## config.mk

```make
export PLATFORM = sky130hd
export DESIGN_NAME = imem_loader_flat
export DESIGN_NICKNAME = d
export VERILOG_FILES = /design/src/rtl/imem_loader_if.sv /design/src/rtl/imem_loader.sv /design/src/flat_wrapper.sv
export SDC_FILE = /design/constraint.sdc
export NUM_CORES = 1
export LEC_CHECK = 0
export CORE_UTILIZATION = 50
export CTS_CLUSTER_SIZE = 16
export DETAILED_ROUTE_END_ITERATION = 16
export PLACE_DENSITY = 0.66
export SYNTH_ARGS = -nofsm -noshare
export SYNTH_HDL_FRONTEND = slang
export SYNTH_SLANG_ARGS = --single-unit
```

## constraint.sdc

```tcl
create_clock -name clk -period 8.4 [get_ports clk]
set_clock_uncertainty 0.15 [all_clocks]
set_input_delay 2.1 -clock clk [delete_from_list [all_inputs] [get_ports clk]]
set_output_delay 2.1 -clock clk [all_outputs]
set_load 0.1 [all_outputs]
```

## src/rtl/imem_loader_if.sv

```systemverilog
// imem_loader_if -- bus bundle between the program loader and the core.
//   Load side : load_valid, load_data[7:0], load_last in; load_ready out.
//   Fetch side: program_counter[31:0] in; instruction[INSTR_WIDTH-1:0] out.
//   master modport drives the byte stream and program counter.
//   slave modport is the memory/loader side.
interface imem_loader_if #(
   parameter int INSTR_WIDTH = 32
);
   logic                   load_valid;
   logic [7:0]             load_data;
   logic                   load_last;
   logic                   load_ready;
   logic [31:0]            program_counter;
   logic [INSTR_WIDTH-1:0] instruction;

   modport master (
      output load_valid, load_data, load_last, program_counter,
      input  load_ready, instruction
   );

   modport slave (
      input  load_valid, load_data, load_last, program_counter,
      output load_ready, instruction
   );
endinterface

```

## src/rtl/imem_loader.sv

```systemverilog
// imem_loader -- instruction memory with a byte-stream program loader.
// Bytes are packed little-endian into words and written to memory. The core
// is held in reset until the program is complete, after which the memory
// serves instruction = mem[program_counter] combinationally.
// Ports:
//   clk          system clock, rising edge
//   rst          synchronous active-high reset
//   bus          imem_loader_if.slave (load stream + fetch port)
//   core_rst     reset to the core, high until the program is loaded
//   load_done    program loaded, memory serving
//   words_loaded number of valid words written
module imem_loader #(
   parameter int                     DEPTH       = 18,
   parameter int                     INSTR_WIDTH = 32,
   parameter logic [INSTR_WIDTH-1:0] NOP_INSTR   = INSTR_WIDTH'(32'h0000_0013)
) (
   input  logic                         clk,
   input  logic                         rst,
   imem_loader_if.slave                 bus,
   output logic                         core_rst,
   output logic                         load_done,
   output logic [$clog2(DEPTH+1)-1:0]   words_loaded
);
   localparam int WCW = $clog2(DEPTH + 1);
   localparam int AW  = $clog2(DEPTH);

   typedef enum logic {
      LOAD = 1'b0,
      RUN  = 1'b1
   } state_t;

   state_t                 state;
   state_t                 state_next;
   logic [1:0]             byte_cnt;
   logic [WCW-1:0]         word_cnt;
   logic [INSTR_WIDTH-1:0] shift_reg;
   logic [INSTR_WIDTH-1:0] word_asm;
   logic [INSTR_WIDTH-1:0] mem [0:DEPTH-1];
   logic                   accept;
   logic                   word_wr;
   logic                   finish;

   // Accept depends on the state register only, so no loop through load_ready.
   assign accept = bus.load_valid && (state == LOAD);

   // shift_reg is cleared after every word write, so lanes above byte_cnt are
   // already zero; OR-ing in the incoming byte gives a zero-padded partial word.
   assign word_asm = shift_reg | (INSTR_WIDTH'(bus.load_data) << {byte_cnt, 3'b000});

   // A word is written on its 4th byte or on a short final word.
   assign word_wr = accept && ((byte_cnt == 2'd3) || bus.load_last);

   // Full-word completion of the last slot and load_last both end the load;
   // together they still produce a single write and a single transition.
   assign finish = accept &&
                   (bus.load_last || ((byte_cnt == 2'd3) && (word_cnt == WCW'(DEPTH - 1))));

   always_ff @(posedge clk) begin
      if (rst) begin
         state     <= LOAD;
         byte_cnt  <= 2'd0;
         word_cnt  <= '0;
         shift_reg <= '0;
      end else begin
         state <= state_next;
         if (accept) begin
            if (word_wr) begin
               byte_cnt  <= 2'd0;
               shift_reg <= '0;
               word_cnt  <= word_cnt + 1'b1;
            end else begin
               byte_cnt <= byte_cnt + 2'd1;
               shift_reg[{byte_cnt, 3'b000} +: 8] <= bus.load_data;
            end
         end
      end
   end

   // Memory contents are not reset; words_loaded masks stale entries.
   always_ff @(posedge clk) begin
      if (!rst && word_wr) begin
         mem[word_cnt[AW-1:0]] <= word_asm;
      end
   end

   always_comb begin
      state_next     = state;
      bus.load_ready = 1'b0;
      core_rst       = 1'b0;
      load_done      = 1'b0;
      case (state)
         LOAD: begin
            bus.load_ready = 1'b1;
            core_rst       = 1'b1;
            if (finish) begin
               state_next = RUN;
            end
         end
         RUN: begin
            load_done = 1'b1;
         end
         default: begin
            state_next = LOAD;
         end
      endcase
   end

   // Full 32-bit compare rejects PCs with nonzero upper bits before indexing.
   always_comb begin
      bus.instruction = NOP_INSTR;
      if ((state == RUN) && (bus.program_counter < 32'(word_cnt))) begin
         bus.instruction = mem[bus.program_counter[AW-1:0]];
      end
   end

   assign words_loaded = word_cnt;

endmodule

```

## src/flat_wrapper.sv

```systemverilog
// flat-port wrapper written by rule: the top's interface ports become plain ports
module imem_loader_flat 
#(
   parameter int                     DEPTH       = 18,
   parameter int                     INSTR_WIDTH = 32,
   parameter logic [INSTR_WIDTH-1:0] NOP_INSTR   = INSTR_WIDTH'(32'h0000_0013)
)
  (clk, rst, core_rst, load_done, words_loaded, bus_load_valid, bus_load_data, bus_load_last, bus_program_counter, bus_load_ready, bus_instruction);
  imem_loader_if #(.INSTR_WIDTH(INSTR_WIDTH)) bus_i ();
  input  logic clk;
  input  logic rst;
  output logic core_rst;
  output logic load_done;
  output logic [$clog2(DEPTH+1)-1:0] words_loaded;
  input wire logic [$bits(bus_i.load_valid)-1:0] bus_load_valid;
  input wire logic [$bits(bus_i.load_data)-1:0] bus_load_data;
  input wire logic [$bits(bus_i.load_last)-1:0] bus_load_last;
  input wire logic [$bits(bus_i.program_counter)-1:0] bus_program_counter;
  output wire logic [$bits(bus_i.load_ready)-1:0] bus_load_ready;
  output wire logic [$bits(bus_i.instruction)-1:0] bus_instruction;
  assign bus_i.load_valid = bus_load_valid;
  assign bus_i.load_data = bus_load_data;
  assign bus_i.load_last = bus_load_last;
  assign bus_i.program_counter = bus_program_counter;
  assign bus_load_ready = bus_i.load_ready;
  assign bus_instruction = bus_i.instruction;
  imem_loader #(.DEPTH(DEPTH), .INSTR_WIDTH(INSTR_WIDTH), .NOP_INSTR(NOP_INSTR)) u_core (.clk(clk), .rst(rst), .bus(bus_i), .core_rst(core_rst), .load_done(load_done), .words_loaded(words_loaded));
endmodule
```

### Yosys cells after proc, flatten, opt, wreduce, memory -nomap -nowiden

Memory sizes are Yosys's and may differ from the RTL's.
Index checks and enable logic that the tools add are counted.
W data, S select, Z words.

* register bits: 40
* latch bits: 0
* bits in writable memories: 576
* memory bits (read-only): 0
* input port bits: 44
* logic and storage cells: 36
* memories kept: 1

Memories
* u_core.mem: depth 18, width 32, rd ports 1, clocked after Yosys merged registers in 0, write ports 1, line imem_loader.sv:38 `logic [INSTR_WIDTH-1:0] mem [0:DEPTH-1];`

* add/sub/neg operators: 3
* multiply operators: 0
* divide/modulo/power cells: 0
* $lt $le $gt $ge: 1
* eq/ne operators: 2
* shift-type cells: 3
* multiplexer cells: 10
* bitwise logic cells: 2
* reductions and logical operators: 10

Operator list (number)
* $mux W32: 2
* $bwmux W32: 1
* $lt A32 B5 Y1: 1
* $or A32 B32 Y32: 1
* $shift A8 B7 Y32 const A: 1
* $shiftx A8 B7 Y32: 1
* $shl A8 B5 Y32: 1
* $neg A5 Y7: 1
* $logic_and A1 B1 Y1: 6
* $mux W1: 6
* $add A5 B1 Y5 const B: 1
* $eq A5 B5 Y1 const B: 1
* $add A2 B1 Y2 const B: 1
* $eq A2 B2 Y1 const B: 1
* $logic_or A1 B1 Y1: 2
* $mux W2: 1
* $reduce_and A2 Y1: 1
* $logic_not A1 Y1: 1
* $not A1 Y1: 1

### Longest topological paths before layout

Gate-level depths: netlist of the first run.

* word-level depth: 6
* gate-level depth with buffers: 8

### Worst setup path after synthesis of the first run

No wires, ideal clock.

* path kind: in2out
* from: input port bus_program_counter[19]
* to: output port bus_instruction[15]
* arrival: 6.444 ns
* required time: 6.150 ns
* setup slack: -0.294 ns
* cell stages on the path: 5
* path through: or4_4 -> nor4_4 -> buf_6 -> nand4_1 -> a2111oi_1

* cells in the longest elaborated chain, start to end: 3

Ends and longest elaborated chain
* start: declaration: line flat_wrapper.sv:18 `input wire logic [$bits(bus_i.program_counter)-1:0] bus_program_counter;`
* $lt A32 B5 Y1: line imem_loader.sv:111 `if ((state == RUN) && (bus.program_counter < 32'(word_cnt))) begin`
* $logic_and A1 B1 Y1: line imem_loader.sv:111
* $mux W32: line imem_loader.sv:111
* end: declaration: line flat_wrapper.sv:20 `output wire logic [$bits(bus_i.instruction)-1:0] bus_instruction;`

No other way between the ends.

### Final worst setup path of the first run

* from: input port bus_program_counter[4]
* to: output port bus_instruction[19]

* cells in the longest elaborated chain, start to end: 3
* elaborated cells between the ends (all ways): 4
* those cells by class: order compare: 1; mux: 1; reduce/logical: 1; memory: 1

Ends and longest elaborated chain (line)
* $lt A32 B5 Y1: imem_loader.sv:111
* $logic_and A1 B1 Y1: imem_loader.sv:111
* $mux W32 (*): imem_loader.sv:111

Every way passes the cells marked *; elsewhere a longest branch is shown, timed or not.

==> impl_results.md, run 1 <==
- Area share of the largest cell type after synthesis: 0.699
- Clock tree from TritonCTS: yes
- Via-to-Cell Ratio: 6.10
- Die width: 225 um
- Share of synthesized flip-flops with an asynchronous set or reset: 0
- Slew at the pin closest to its max-slew limit: 1150 ps
- Share of synthesized area occupied by flip-flops and latches: 0.731
- Vertical die dimension: 225 um
- Setup crit start: bus_program_counter[4]
- Average wire per cell in the routed design: 27.9 um
- Number of register bits inferred by synthesis: 616
- Most repeated cell in the gate-level netlist after synthesis: sky130_fd_sc_hd__edfxtp_1
- Fmax: 0.141 GHz
- H-tree levels: 2
- Number of antenna violations at the first check in global routing: 0
- Setup violators final: 0
- Final #Nets: 1545
- Area of the core: 48800 sq um
- Data arrival time of the critical path: 4830 ps
- Fraction of power consumed by the clock network: 0.417
- Insertion delay of the later-clocked pin in the worst-skew pair: 630 ps
- Reg2reg start: u_core.state$_SDFF_PP0_
- Worst hold endpoint: u_core.shift_reg[25]$_SDFFE_PP0P_
- Kind of path behind the tightest hold check: reg2reg
- Switching power as a share of total power: 0.214
- Smallest hold slack: 353 ps
- Number of cell rows: 81
- Synth warnings: 0
- Syn Nets: 1447
- Buffer type at the clock tree root: sky130_fd_sc_hd__clkbuf_16
- Part of the cycle the worst path needs: 0.843
- Critical Setup Path Class: in2out
- Leakage power summed over all cells: 9.93 nW
- Pin count of the biggest net entering global routing: 39
- Total of buffers placed on input and output ports: 83
- Run status: complete, no violations
- Sequential Power Share: 0.529
- Routability cong.: 0.820
- Pint: 0.00503 W
- Largest driver fanout on the critical path: 38
- Initial Util: 0.507
- Via count of the first global-routing pass: 13518
- Wire length after detailed routing: 61400 um
- Worst Setup End Kind: output port
- Commonest cells post-synth: sky130_fd_sc_hd__edfxtp_1 (576), sky130_fd_sc_hd__mux2i_1 (198), sky130_fd_sc_hd__a22oi_1 (95)
- Final core utilization: 0.588
- GRT Overall Usage: 0.249
- Estimated wirelength of the detail-placed design: 34700 um
- Total power consumption of the routed design: 0.00639 W
- Most instantiated flip-flop cell in the synthesis netlist: sky130_fd_sc_hd__edfxtp_1
- Depth of the worst register-to-register path: 5
- Setup Total Neg Slack: 0 ps
- Power density normalized to cell area: 223 nW/um^2
- Combinational share of power: 0.054
- Setup slack of the most critical reg-to-reg path: 4780 ps
- Number of enable-type register cells in the synthesized netlist: 576
- Remaining routing DRC violations: 0
- Number of CTS-inserted buffers: 60
- Top-Level Pins: 84
- Layout area overhead: 15.9%
- Wire length of the first global-routing pass: 89800 um
- # resized after CTS: 0
- Worst slew margin relative to its limit: 0.231
- Die ar.: 50400 sq um
- Final critical delay including setup and external delays: 7080 ps
- Largest voltage drop on the vdd net: 0.000126 V
- Final ANT Viol Nets: 0
- Count of buffers added by post-CTS timing repair for setup: 0
- Detailed-routing iteration count for the pre-antenna-repair pass: 5
- Number of DRC markers in iteration 0: 1494
- Clock edge transition at the registers on the reported setup and hold paths: 60 ps
- Launching element type of the critical path: input port
- Endpoint of the most critical register-to-register path: u_core.mem[9][27]$_DFFE_PP_
- Leftover overflow at the end of global routing: 0
- Clock Path Buffers: 3
- Share of layout cells above drive strength 1: 0.192
- NetSw: 0.00137 W
- Number of distinct library cells after synthesis: 47
- Max-cap violations: 0
- Worst Hold Launch: u_core.shift_reg[25]$_SDFFE_PP0P_
- Max FFs per register: 576
- Gate Count Post-Synth: 1389
- Hold depth: 2
- Number of pins exceeding their max-slew limit in the final report: 0
- TritonCTS sink count: 616
- Setup repair after global routing missed its margin: no
- Cell accounting for the most synthesized area: sky130_fd_sc_hd__edfxtp_1
- CP required: 6150 ps
- Top area cells in the synthesized netlist: sky130_fd_sc_hd__edfxtp_1 (70%), sky130_fd_sc_hd__mux2i_1 (8.0%), sky130_fd_sc_hd__mux4_2 (5.3%)
- Number of hold violations in the final report: 0
- Count of vias placed by the detailed router: 13444
- Mean cell area of the mapped netlist: 17.8 sq um
- Post-CTS Hold Buffers: 0
- Netlist Area Pre-Place: 24800 sq um
-- routing by layer --
| layer | vias to the layer above | routed length (um) | track usage |
|---|---|---|---|
| met5 | - | 0 | 0 |
| met4 | 0 | 1520 | 0.0766 |
| met3 | 101 | 4800 | 0.0473 |
| met2 | 577 | 28800 | 0.388 |
| met1 | 6957 | 26300 | 0.358 |
| li1 | 5809 | - | - |
-- worst max-delay path, stage by stage --
cell,delay [ps]
sky130_fd_sc_hd__buf_2,450
sky130_fd_sc_hd__ha_1,400
sky130_fd_sc_hd__nor4_1,250
sky130_fd_sc_hd__and4_1,220
sky130_fd_sc_hd__buf_4,430
sky130_fd_sc_hd__nand4_1,180
sky130_fd_sc_hd__a2111oi_2,500
sky130_fd_sc_hd__buf_12,240
-- power by group through the flow --
stage | combinational (W) | clock (W) | sequential [W]
2_1_floorplan | 0.000220 | 0 | 0.00345
3_3_place_gp | 0.000340 | 0 | 0.00344
3_5_place_dp | 0.000345 | 0 | 0.00345
4_1_cts | 0.000346 | 0.00270 | 0.00338
5_1_grt | 0.000369 | 0.00282 | 0.00338
6_report | 0.000346 | 0.00267 | 0.00338
-- layout make-up --
cell class,count,area [sq um]
clock buffers,79,1660
flip-flops and latches,616,18100
well taps,664,831
repair buffers,127,1440
fillers,3692,20100
inverters,8,30.0
diodes,1,2.50
multi-input cells,674,6330
clock inverters,35,309
-- logic make-up after synthesis --
| logic type | synth area share |
|---|---|
| simple gates | 0.0393 |
| flops | 0.731 |
| compound gates | 0.0647 |
| mux | 0.134 |
| buf+inv | 0.0219 |
| fa+ha+maj | 0.00708 |
| xor+xnor | 0.00177 |
-- layout by cell type, fill, tap and decap left out, types with 4 or more instances in the layout --
master,synthesis,final
sky130_fd_sc_hd__ha_1,14,14
sky130_fd_sc_hd__dfxtp_1,40,40
sky130_fd_sc_hd__clkbuf_1,25,13
sky130_fd_sc_hd__nand3_1,7,7
sky130_fd_sc_hd__a32oi_1,7,7
sky130_fd_sc_hd__nand2_1,44,44
sky130_fd_sc_hd__a2111oi_2,17,29
sky130_fd_sc_hd__a22oi_1,95,95
sky130_fd_sc_hd__and2_1,4,4
sky130_fd_sc_hd__bufinv_16,0,5
sky130_fd_sc_hd__mux2i_1,198,198
sky130_fd_sc_hd__clkbuf_8,1,5
sky130_fd_sc_hd__a21o_1,32,32
sky130_fd_sc_hd__xnor2_1,5,5
sky130_fd_sc_hd__nor2_1,68,48
sky130_fd_sc_hd__nor2_4,0,17
sky130_fd_sc_hd__buf_4,14,48
sky130_fd_sc_hd__clkbuf_16,0,62
sky130_fd_sc_hd__o21ai_0,4,4
sky130_fd_sc_hd__nand4_1,30,30
sky130_fd_sc_hd__a21oi_1,35,35
sky130_fd_sc_hd__clkinv_2,0,17
sky130_fd_sc_hd__inv_1,8,8
sky130_fd_sc_hd__mux4_2,58,58
sky130_fd_sc_hd__nand2b_1,4,4
sky130_fd_sc_hd__edfxtp_1,576,576
sky130_fd_sc_hd__buf_12,0,29
sky130_fd_sc_hd__clkdlybuf4s50_1,0,47
sky130_fd_sc_hd__clkinv_1,0,9
-- worst max-delay path by stage --
stage	end	slack (ps)	cells after the start
detailed placement	bus_instruction[21]	1330	8
global route	bus_instruction[10]	1120	8
finish	bus_instruction[19]	1320	8
floorplan	bus_instruction[30]	1080	5
global placement	bus_instruction[24]	1320	8
CTS	bus_instruction[12]	1310	8
-- metrics by stage --
stage          cell area [sq um]  std cells  setup WS [ps]
6_report                   28700       2204           1320
5_1_grt                    28700       2203           1120
4_1_cts                    28700       2203           1310
3_5_place_dp               26700       2089           1330
3_3_place_gp               26700       2089           1320
2_1_floorplan              24800       1389           1080
Note: power is estimated with default switching activity, not from simulation.
==> run 2, diff against run 1 <==
--- a/config.mk
+++ b/config.mk
@@ -8,7 +8,7 @@
 export CORE_UTILIZATION = 50
 export CTS_CLUSTER_SIZE = 16
 export DETAILED_ROUTE_END_ITERATION = 16
-export PLACE_DENSITY = 0.66
+export PLACE_DENSITY = 0.69
 export SYNTH_ARGS = -nofsm -noshare
 export SYNTH_HDL_FRONTEND = slang
 export SYNTH_SLANG_ARGS = --single-unit
==> constraint.sdc (replaced) <==
create_clock -name clk -period 6.1 [get_ports clk]
set_clock_uncertainty 0.15 [all_clocks]
set_input_delay 1.525 -clock clk [delete_from_list [all_inputs] [get_ports clk]]
set_output_delay 1.525 -clock clk [all_outputs]
set_load 0.1 [all_outputs]
==> run 2 against run 1 <==
Against the previous run:
- cell area grew 2.5%
- worst setup slack lost 990 ps
- worst hold slack lost 2.7 ps
- critical endpoint is now bus_instruction[12]
- combinational power grew 44%
- first-iteration DRC count shrank 0.47%
- largest cell class unchanged
- global-route usage grew 0.25 points
- sequential share of layout area shrank 1.5 points
- critical path depth shrank 1
- largest power group unchanged
- sequential cell count is the same
==> impl_results.md, run 2 (synthesis results as in run 1) <==
- Final critical delay including setup and external delays: 5770 ps
- Kind of path behind the tightest hold check: reg2reg (unchanged)
- Wire length after detailed routing: 62400 um (was 61400 um)
- Largest driver fanout on the critical path: 30 (was 38)
- Number of pins exceeding their max-slew limit in the final report: 0 (unchanged)
- # resized after CTS: 0 (unchanged)
- Smallest hold slack: 351 ps (was 353 ps)
- Top-Level Pins: 84 (unchanged)
- Die width: 225 um (unchanged)
- Crit path setup slack, layout: 327 ps (was 1320 ps)
- Critical Setup Path Class: in2out (unchanged)
- Estimated wirelength of the detail-placed design: 36000 um (was 34700 um)
- Total of buffers placed on input and output ports: 83 (unchanged)
- Worst slack at placement: 346 ps (was 1330 ps)
- Ant diodes: 0 (was 1)
- Pin count of the biggest net entering global routing: 59 (was 39)
- Routability cong.: 0.828 (was 0.820)
- Power density normalized to cell area: 310 nW/um^2 (was 223 nW/um^2)
- Vertical die dimension: 225 um (unchanged)
- Launching element type of the critical path: input port (unchanged)
- Clock tree from TritonCTS: yes (unchanged)
- Via-to-Cell Ratio: 6.12 (was 6.10)
- Worst Setup End Kind: output port (unchanged)
- Remaining routing DRC violations: 0 (unchanged)
- Setup violators final: 0 (unchanged)
- Layout area overhead: 18.8% (was 15.9%)
- Count of vias placed by the detailed router: 13566 (was 13444)
- Max FFs per register: 576 (unchanged)
- CP required: 4430 ps (was 6150 ps)
- Wire length of the first global-routing pass: 90500 um (was 89800 um)
- Max-cap violations: 0 (unchanged)
- Insertion delay of the later-clocked pin in the worst-skew pair: 620 ps (was 630 ps)
- Part of the cycle the worst path needs: 0.946
- Area occupied by multi-input gates: 6490 sq um (was 6330 sq um)
- Largest voltage drop on the vdd net: 0.000226 V (was 0.000126 V)
- Run status: complete, no violations (unchanged)
- Data arrival time of the critical path: 4100 ps (was 4830 ps)
- Clock edge transition at the registers on the reported setup and hold paths: 60 ps (about the same)
- Clock Path Buffers: 3 (unchanged)
- Share of layout cells above drive strength 1: 0.203 (was 0.192)
- Number of cell rows: 81 (unchanged)
- Slew at the pin closest to its max-slew limit: 980 ps (was 1150 ps)
- Setup repair after global routing missed its margin: no (unchanged)
- Setup Total Neg Slack: 0 ps (unchanged)
- Via count of the first global-routing pass: 13739 (was 13518)
- Die ar.: 50400 sq um (unchanged)
- Detailed-routing iteration count for the pre-antenna-repair pass: 5 (unchanged)
- Area of the core: 48800 sq um (unchanged)
- Post-CTS Hold Buffers: 0 (unchanged)
- Filler Cells Inserted: 3552 (was 3692)
- Final #Nets: 1562 (was 1545)
- Initial Util: 0.507 (unchanged)
- Fmax: 0.173 GHz
- Leftover overflow at the end of global routing: 0 (unchanged)
- GRT Overall Usage: 0.252 (was 0.249)
- Count of buffers added by post-CTS timing repair for setup: 0 (unchanged)
- Commonest non-fill, non-tap cell in the layout: sky130_fd_sc_hd__edfxtp_1 (unchanged)
- Number of hold violations in the final report: 0 (unchanged)
- Dpl cell area: 27300 sq um (was 26700 sq um)
- Final design area excluding fillers: 29400 sq um (was 28700 sq um)
- Final ANT Viol Nets: 0 (unchanged)
- Cell total after placement: 2107 (was 2089)
- Seq. cell area: 18100 sq um (unchanged)
- Buffer type at the clock tree root: sky130_fd_sc_hd__clkbuf_16 (unchanged)
- Number of CTS-inserted buffers: 59 (was 60)
- Average wire per cell in the routed design: 28.1 um (was 27.9 um)
- Number of antenna violations at the first check in global routing: 1 (was 0)
- Leakage power summed over all cells: 10.2 nW (was 9.93 nW)
- Number of DRC markers in iteration 0: 1487 (was 1494)
- Worst slew margin relative to its limit: 0.345 (was 0.231)
- H-tree levels: 2 (unchanged)
- TritonCTS sink count: 616 (unchanged)
- Top library cells by usage in the layout, fill and taps aside: sky130_fd_sc_hd__edfxtp_1 (576), sky130_fd_sc_hd__mux2i_1 (198), sky130_fd_sc_hd__a22oi_1 (95) (unchanged)
- Final cell count without fillers: 2217 (was 2204)
-- run 2: cell count changes in the layout (fill, tap and decap cells not counted), moves of 3 or more --
cell / previous run / this run
sky130_fd_sc_hd__a2111oi_2: 29 / 16
sky130_fd_sc_hd__buf_12: 29 / 49
sky130_fd_sc_hd__clkinvlp_4: 2 / 5
sky130_fd_sc_hd__clkinv_2: 17 / 12
sky130_fd_sc_hd__a2111oi_4: 0 / 13
sky130_fd_sc_hd__bufinv_16: 5 / 12
sky130_fd_sc_hd__clkbuf_1: 13 / 4
-- run 2: cell type report --
| type | count | area share |
|---|---|---|
| well taps | 664 | 0.0283 |
| repair buffers | 145 | 0.0621 |
| inverters | 8 | 0.00102 |
| clock inverters | 41 | 0.0180 |
| clock buffers | 69 | 0.0543 |
| multi-input cells | 674 | 0.221 |
| flip-flops and latches | 616 | 0.615 |
-- run 2: per-layer routing --
metal  vias to the layer above  wire length, um  share of wire  track usage
met5                         -               12        0.00019            0
met1                      6960            25800           0.41        0.359
met3                       118             5090          0.082       0.0451
met4                         2             1890          0.030       0.0847
li1                       5855                -              -            -
met2                       631            29600           0.47        0.395
-- run 2: where the power goes --
group / internal, W / switching, W
Combinational: 0.000171 / 0.000326
Sequential: 0.00464 / 0.0000107
Clock: 0.00238 / 0.00158
Total: 0.00719 / 0.00192
-- run 2: worst max-delay path, stage by stage --
cell,delay (ps)
sky130_fd_sc_hd__clkdlybuf4s50_1,400
sky130_fd_sc_hd__or4_1,670
sky130_fd_sc_hd__nor2_2,210
sky130_fd_sc_hd__buf_12,280
sky130_fd_sc_hd__nand4_1,170
sky130_fd_sc_hd__a2111oi_2,570
sky130_fd_sc_hd__buf_12,250
-- run 2: final timing paths --
check                                                      start                                to  slack, ps  cells past startpoint
worst min-delay path            u_core.shift_reg[2]$_SDFFE_PP0P_  u_core.shift_reg[2]$_SDFFE_PP0P_        350                      2
worst max register to register   u_core.byte_cnt[0]$_SDFFE_PP0P_       u_core.mem[0][27]$_DFFE_PP_       3000                      6
worst min register to register  u_core.shift_reg[2]$_SDFFE_PP0P_  u_core.shift_reg[2]$_SDFFE_PP0P_        350                      2
worst max-delay path                     bus_program_counter[13]               bus_instruction[12]        330                      7
-- run 2: stage by stage --
stage / total power (W) / utilization
3_5_place_dp: 0.00524 / 0.558
6_report: 0.00911 / 0.602
4_1_cts: 0.00915 / 0.602
2_1_floorplan: 0.00506 / -
5_1_grt: 0.00935 / 0.602
3_3_place_gp: 0.00523 / 0.558
==> run 3, diff against run 2 <==
--- a/config.mk
+++ b/config.mk
@@ -5,6 +5,7 @@
 export SDC_FILE = /design/constraint.sdc
 export NUM_CORES = 1
 export LEC_CHECK = 0
+export ABC_CLOCK_PERIOD_IN_PS = 6100
 export CORE_UTILIZATION = 50
 export CTS_CLUSTER_SIZE = 16
 export DETAILED_ROUTE_END_ITERATION = 16
==> results of run 3 <==
The final DEF is identical to that of run 2; final timing and power are the same.
